<file path="src/rtl/sram_array_ctrl.sv">
// Precharge / bitline-drive / wordline sequencer for a single-port 6T SRAM array, one word per row.
// Define SRAM_CTRL_PARITY_EN to add an even-parity column checked on reads.
module sram_array_ctrl #(
  parameter int ADDR_W  = 4,
  parameter int ROWS    = 16,
  parameter int DATA_W  = 8,
  parameter int PRE_CYC = 1,
  parameter int WL_CYC  = 2,
`ifdef SRAM_CTRL_PARITY_EN
  localparam int BW = DATA_W + 1
`else
  localparam int BW = DATA_W
`endif
) (
  input  logic              clk,
  input  logic              rst,
  input  logic              req_valid,
  output logic              req_ready,
  input  logic              req_we,
  input  logic [ADDR_W-1:0] req_addr,
  input  logic [DATA_W-1:0] req_wdata,
  output logic              rsp_valid,
  output logic              rsp_we,
  output logic [DATA_W-1:0] rsp_rdata,
  output logic              rsp_err,
  output logic [ROWS-1:0]   wl,
  output logic              precharge,
  output logic              bl_drive_en,
  output logic [BW-1:0]     bl_wdata,
  output logic [BW-1:0]     blb_wdata,
  input  logic [BW-1:0]     bl_rdata
);

  localparam int MAX_CYC = (PRE_CYC > WL_CYC) ? PRE_CYC : WL_CYC;
  localparam int CNT_W   = (MAX_CYC > 1) ? $clog2(MAX_CYC) : 1;
  localparam logic [ADDR_W:0] ROWS_L = (ADDR_W + 1)'(ROWS);

  typedef enum logic [2:0] {IDLE, PRE, DRIVE, ACCESS, DONE} state_e;

  state_e              state_q, state_d;
  logic [CNT_W-1:0]    cnt_q, cnt_d;
  logic                we_q, we_d;
  logic [ADDR_W-1:0]   addr_q, addr_d;
  logic [DATA_W-1:0]   wdata_q, wdata_d;
  logic                err_q, err_d;

  logic                ready_q, ready_d;
  logic                rsp_valid_q, rsp_valid_d;
  logic                rsp_we_q, rsp_we_d;
  logic [DATA_W-1:0]   rsp_rdata_q, rsp_rdata_d;
  logic                rsp_err_q, rsp_err_d;
  logic [ROWS-1:0]     wl_q, wl_d;
  logic                pre_q, pre_d;
  logic                drive_q, drive_d;
  logic [BW-1:0]       bl_q, bl_d;
  logic [BW-1:0]       blb_q, blb_d;

  logic                accept, in_range, read_cap, parity_bad;
  logic [BW-1:0]       word_d;

  assign accept   = ready_q && req_valid;
  assign in_range = {1'b0, req_addr} < ROWS_L;

  // Outputs are registered from the next state so each pin reflects the state it belongs to.
  always_ff @(posedge clk) begin
    if (rst) begin
      state_q     <= IDLE;
      cnt_q       <= '0;
      we_q        <= 1'b0;
      addr_q      <= '0;
      wdata_q     <= '0;
      err_q       <= 1'b0;
      ready_q     <= 1'b1;
      rsp_valid_q <= 1'b0;
      rsp_we_q    <= 1'b0;
      rsp_rdata_q <= '0;
      rsp_err_q   <= 1'b0;
      wl_q        <= '0;
      pre_q       <= 1'b0;
      drive_q     <= 1'b0;
      bl_q        <= '0;
      blb_q       <= '0;
    end else begin
      state_q     <= state_d;
      cnt_q       <= cnt_d;
      we_q        <= we_d;
      addr_q      <= addr_d;
      wdata_q     <= wdata_d;
      err_q       <= err_d;
      ready_q     <= ready_d;
      rsp_valid_q <= rsp_valid_d;
      rsp_we_q    <= rsp_we_d;
      rsp_rdata_q <= rsp_rdata_d;
      rsp_err_q   <= rsp_err_d;
      wl_q        <= wl_d;
      pre_q       <= pre_d;
      drive_q     <= drive_d;
      bl_q        <= bl_d;
      blb_q       <= blb_d;
    end
  end

  always_comb begin
    state_d = state_q;
    we_d    = we_q;
    addr_d  = addr_q;
    wdata_d = wdata_q;
    err_d   = err_q;
    case (state_q)
      IDLE: begin
        if (accept) begin
          we_d    = req_we;
          addr_d  = req_addr;
          wdata_d = req_wdata;
          err_d   = !in_range;
          state_d = in_range ? PRE : DONE;
        end
      end
      PRE:     if (cnt_q == CNT_W'(PRE_CYC - 1)) state_d = we_q ? DRIVE : ACCESS;
      DRIVE:   state_d = ACCESS;
      ACCESS:  if (cnt_q == CNT_W'(WL_CYC - 1)) state_d = DONE;
      DONE:    state_d = IDLE;
      default: state_d = IDLE;
    endcase
    cnt_d = (state_d == state_q && state_q != IDLE) ? cnt_q + 1'b1 : '0;
  end

`ifdef SRAM_CTRL_PARITY_EN
  assign word_d     = {^wdata_d, wdata_d};
  assign parity_bad = read_cap && (^bl_rdata);
`else
  assign word_d     = wdata_d;
  assign parity_bad = 1'b0;
`endif

  // The array is only sensed on the last wordline cycle of a read.
  assign read_cap = (state_q == ACCESS) && (state_d == DONE) && !we_q;

  always_comb begin
    ready_d     = (state_d == IDLE);
    pre_d       = (state_d == PRE);
    drive_d     = (state_d == DRIVE) || ((state_d == ACCESS) && we_d);
    bl_d        = drive_d ? word_d : '0;
    blb_d       = drive_d ? ~word_d : '0;
    wl_d        = '0;
    for (int i = 0; i < ROWS; i++) begin
      wl_d[i] = (state_d == ACCESS) && (addr_d == ADDR_W'(i));
    end
    rsp_valid_d = (state_d == DONE);
    rsp_we_d    = (state_d == DONE) && we_d;
    rsp_err_d   = (state_d == DONE) && (err_d || parity_bad);
    rsp_rdata_d = read_cap ? bl_rdata[DATA_W-1:0] : '0;
  end

  assign req_ready   = ready_q;
  assign rsp_valid   = rsp_valid_q;
  assign rsp_we      = rsp_we_q;
  assign rsp_rdata   = rsp_rdata_q;
  assign rsp_err     = rsp_err_q;
  assign wl          = wl_q;
  assign precharge   = pre_q;
  assign bl_drive_en = drive_q;
  assign bl_wdata    = bl_q;
  assign blb_wdata   = blb_q;

endmodule

</file>
<file path="config.mk">
export PLATFORM = sky130hd
export DESIGN_NAME = sram_array_ctrl
export DESIGN_NICKNAME = d
export VERILOG_FILES = /design/src/rtl/sram_array_ctrl.sv
export SDC_FILE = /design/constraint.sdc
export NUM_CORES = 1
export LEC_CHECK = 0
export CAP_MARGIN = 20
export CORE_ASPECT_RATIO = 1.25
export CORE_MARGIN = 5
export CORE_UTILIZATION = 40
export CTS_BUF_LIST = sky130_fd_sc_hd__clkbuf_4 sky130_fd_sc_hd__clkbuf_8 sky130_fd_sc_hd__clkbuf_16
export CTS_CLUSTER_DIAMETER = 120
export CTS_CLUSTER_SIZE = 12
export DETAILED_ROUTE_END_ITERATION = 10
export PLACE_DENSITY = 0.72
export REMOVE_ABC_BUFFERS = 1
export SLEW_MARGIN = 20
export SYNTH_ARGS = -nofsm -noshare
export SYNTH_HDL_FRONTEND = slang
export SYNTH_SLANG_ARGS = --single-unit
</file>
<file path="constraint.sdc">
create_clock -name clk -period 2.21 [get_ports clk]
set_input_delay 0.442 -clock clk [delete_from_list [all_inputs] [get_ports clk]]
set_output_delay 0.442 -clock clk [all_outputs]
set_load 0.02 [all_outputs]
</file>
# After elaboration in Yosys (flattened, before gate mapping)
# Index checks and enable logic that the tools add are counted.
# totals
regBits,64
latchBits,0
ram_bits,0
mem_bits_ro,0
inputBits,24
out_inout_bits,46
wordCells,89
mem_count,0
# classes
add_sub_neg,1
mul,0
n_div,0
n_lt_le_gt_ge,0
n_eq_ne,23
n_shift,0
muxes,13
bitwise_logic,4
n_reduce_logical,32
# ops
cell,count
"== test 4 bit, second input constant",8
logical AND 1 bit,23
"== test 4 x 3 -> 1 bit, second input constant",4
two-way mux 8 bit,2
"== test 3 x 2 -> 1 bit, second input constant",4
one-hot mux 3 bit (4 select lines),1
two-way mux 3 bit,3
"== test 4 x 2 -> 1 bit, second input constant",2
two-way mux 4 bit,2
NOT 8 bit,1
"== test 3 x 1 -> 1 bit, second input constant",2
zero test 3 bit,2
OR reduction 2 bit,3
two-way mux 1 bit,5
"== test 4 x 1 -> 1 bit, second input constant",1
zero test 4 bit,1
== test 3 bit,1
"== test 3 bit, second input constant",1
NOT 1 bit,3
nonzero test 3 bit,1
"adder 1 bit, second input constant",1
zero test 1 bit,1
logical OR 1 bit,1

# Depth between registers and ports, before layout
# logic_depth
depth_word,8
mapped_depth,7
depth_no_buf,5

# Worst setup path after synthesis
# OpenSTA, ideal clock, no wires.
# synth_timing
kind,input-to-reg
startpoint,input rst
endpoint,register rsp_rdata_q[0] (netlist: rsp_rdata[0])
setup_ps,59
arrival_ps,1318
t_required_ps,2151
path_slack_ps,833
path_stages,5
cell_sequence,buf_2 > nor2_4 > nand4_1 > nor2_1 > and2_1
# synth_via
elab_chain_len,1
# synth_lines
element,line_no,text
"start, declared",16,"input logic rst,"
OR reduction 2 bit (no source line),n/a,
"end signal, assigned",93,rsp_rdata_q <= rsp_rdata_d;
"end, declared",50,"logic [DATA_W-1:0] rsp_rdata_q, rsp_rdata_d;"
# Every way passes these cells.
# A chain may end at the register's enable or synchronous reset.

# Final worst setup path
# layout_timing
startpoint,register ready_q (netlist: req_ready)
endpoint,output req_ready
# layout_rtl
element,line_no,text
"start, declared",47,"logic ready_q, ready_d;"
"start signal, assigned",90,ready_q <= ready_d;
"end, declared",18,"output logic req_ready,"
# No word-level cell between the ends.

==> metrics.md <==
| Metric | Value |
|---|---|
| CTS Sinks | 64 |
| Top Usage Layer GRT | met2 |
| Met2 GRT Util | 0.247 |
| Critical Path AT | 1.30 ns |
| Post-synthesis cell area | 2160 sq um |
| Most frequent cells in the layout | clkdlybuf4s50_1, dfxtp_1, a21oi_1, nand2_1, nand3_1 |
| Met3 Use GR | 0.0658 |
| Max Freq | 0.572 GHz |
| Slowest CP cell | clkdlybuf4s50_1 |
| Total CTS buffers | 9 |
| Final setup fails | 0 |
| RSZ-0062 raised after global routing | false |
| CP cell instances | clkdlybuf4s50_1 |
| Crit share post-route | 0.790 |
| Quantity of hold-fixing buffers added after cts | 0 |
| Die width | 75.8 um |
| Yosys warns | 0 |
| Routed Antenna Nets | 0 |
| Reported leakage power | 1.15 nW |
| Placed insts | 356 |
| Nature of the critical path endpoint | output port |
| Die Span Y | 92.2 um |
| Avg Inst Size Synth | 9.49 sq um |
| PD cells | 832 nW/um^2 |
| Total power | 0.00258 W |
| Resized cells post-CTS | 0 |
| Post-place setup slack | 0.243 ns |
| Worst-path clk slew | 0.06 ns |
| Multi-input gate area | 805 sq um |
| Crit path time final | 1.75 ns |
| WS Path Type | reg -> out |
| Sequential area share after synthesis | 0.592 |
| Yosys cell types | 25 |
| Hold Slack | 0.428 ns |
| Pin count of the biggest net entering global routing | 23 |
| Routed WL per cell | 13.1 um |
| Peak VDD IR | 0.000491 V |
| Worst Tran Pin Value | 0.704 ns |
| CTS root buffer | clkbuf_8 |
| Total gr overflow | 0 |
| Via density | 4.96 |
| Setup TNS | 0 ns |
| Hpwl dp | 3.49 mm |
| Buffers plus inverters on the worst setup path | 1 |
| Post-Layout Cell Count | 371 |
| Starting density of the core | 0.406 |
| Max incr delay on CP | 0.62 ns |
| Final worst setup slack | 0.463 ns |
| Buffers on Ports | 69 |
| First-pass GRT wire length | 8.14 mm |
| Row count | 30 |
| Pins Over Slew Limit | 0 |
| Slew headroom | 0.529 |
| Core area | 5330 sq um |
| Fillers | 492 |
| Die ar. | 6990 sq um |
| Data required time of the worst path | 1.77 ns |
| CP max FO | 3 |
| Iter 0 DRT Violations | 153 |
| Post-CTS setup buffer count | 0 |
| RePlAce Congestion | 0.890 |
| M1 GR Usage | 0.176 |
| Initial antenna violation count | 0 |
| Seq cells post-synth | 64 |
| CTS tree | done |
| # DRC | 0 |
| Number of global-route vias before repair | 1730 |
| Area growth syn-to-layout | 43.2% |
| Share of cells above drive strength 1 | 0.0912 |
| Gr usage total | 0.155 |
| Cells after Synth | 228 |
| CP startpoint kind | flip-flop |
| Layout Nets | 327 |
| Skew-Pair Late Insertion Delay | 0.33 ns |
| Clock Skews | 0.00434 ns |
| Antenna fix cells | 0 |
| # Max-Cap Violations | 0 |
| Clk buf depth | 2 |
| DR vias | 1839 |
| Most common cell after layout, fill and taps aside | clkdlybuf4s50_1 |
| Hold Crit Class | reg -> reg |
| Status | complete, no violations |
| Routed wire length | 4.87 mm |
| Hold Vio Cnt, Final | 0 |
| First drt pass iteration count | 5 |
| Reg area | 1280 sq um |
| I/O Pins | 70 |
| CP delay by family, top | buffers and inverters |
| H-tree lvl count | 3 |
cell families (layout without fill, tap and decap cells):
group,count (synthesis),in the layout,synth area share
AOI/OAI and AO/OA,33,33,0.0844
DFF,64,64,0.592
buffers and inverters,14,93,0.0359
muxes,2,2,0.00983
and+or+nand+nor,115,115,0.278
final timing paths:
| check | slack (ns) | to | startpoint | cells past startpoint |
|---|---|---|---|---|
| worst max-delay path | 0.46 | req_ready | req_ready$_SDFF_PP1_ | 1 |
| worst max register to register | 0.61 | wl[10]$_SDFF_PP0_ | state_q[0]$_SDFF_PP0_ | 5 |
| worst min-delay path | 0.43 | blb_wdata[0]$_SDFF_PP0_ | wdata_q[0]$_SDFF_PP0_ | 1 |
| worst min register to register | 0.43 | blb_wdata[0]$_SDFF_PP0_ | wdata_q[0]$_SDFF_PP0_ | 1 |
sequential cells by signal (all words and copies together) (netlist names), 3 cells and up:
name       cells
wdata_q        8
rsp_rdata      8
blb_wdata      8
addr_q         4
state_q        3
wl            16
bl_wdata       8
power breakdown:
group	total, W	switching, W	leakage (nW)	internal, W
logic	0.000424	0.000237	0.542	0.000186
registers	0.00128	0.0000648	0.518	0.00122
clock network	0.000871	0.000401	0.0917	0.000470
synth_stat cells:
master / count / area share
a21oi_1: 30 / 0.069
and2_1: 17 / 0.049
and4b_1: 1 / 0.0046
buf_1: 1 / 0.0017
buf_2: 5 / 0.012
buf_4: 1 / 0.0035
buf_6: 2 / 0.010
clkbuf_1: 1 / 0.0017
dfxtp_1: 64 / 0.59
inv_1: 3 / 0.0052
inv_2: 1 / 0.0017
mux2_2: 1 / 0.0052
mux2i_1: 1 / 0.0046
nand2_1: 29 / 0.050
nand2b_1: 1 / 0.0029
nand3_1: 20 / 0.046
nand3_2: 1 / 0.0046
nand4_1: 15 / 0.043
nand4b_2: 1 / 0.0069
nor2_1: 19 / 0.033
nor2_4: 2 / 0.010
nor2b_1: 9 / 0.026
o211ai_2: 1 / 0.0058
o21a_1: 1 / 0.0035
o22ai_2: 1 / 0.0058
final cells by class:
type	count	share of cell area
inverters	4	0.00485
clock inverters	3	0.00565
flip-flops and latches	64	0.414
well taps	64	0.0258
multi-input cells	150	0.260
repair buffers	74	0.239
clock buffers	12	0.0513
layer usage:
layer / up-vias / share of wire
met5: - / 0
met4: 0 / 0.015
met3: 6 / 0.080
met2: 64 / 0.52
met1: 848 / 0.39
li1: 921 / -
stage by stage:
stage	instance area, sq um	util
2_1_floorplan	2100	-
3_3_place_gp	2920	0.548
3_5_place_dp	2920	0.548
4_1_cts	3100	0.581
5_1_grt	3100	0.581
6_report	3100	0.581
Note: power is estimated with default switching activity, not from simulation.
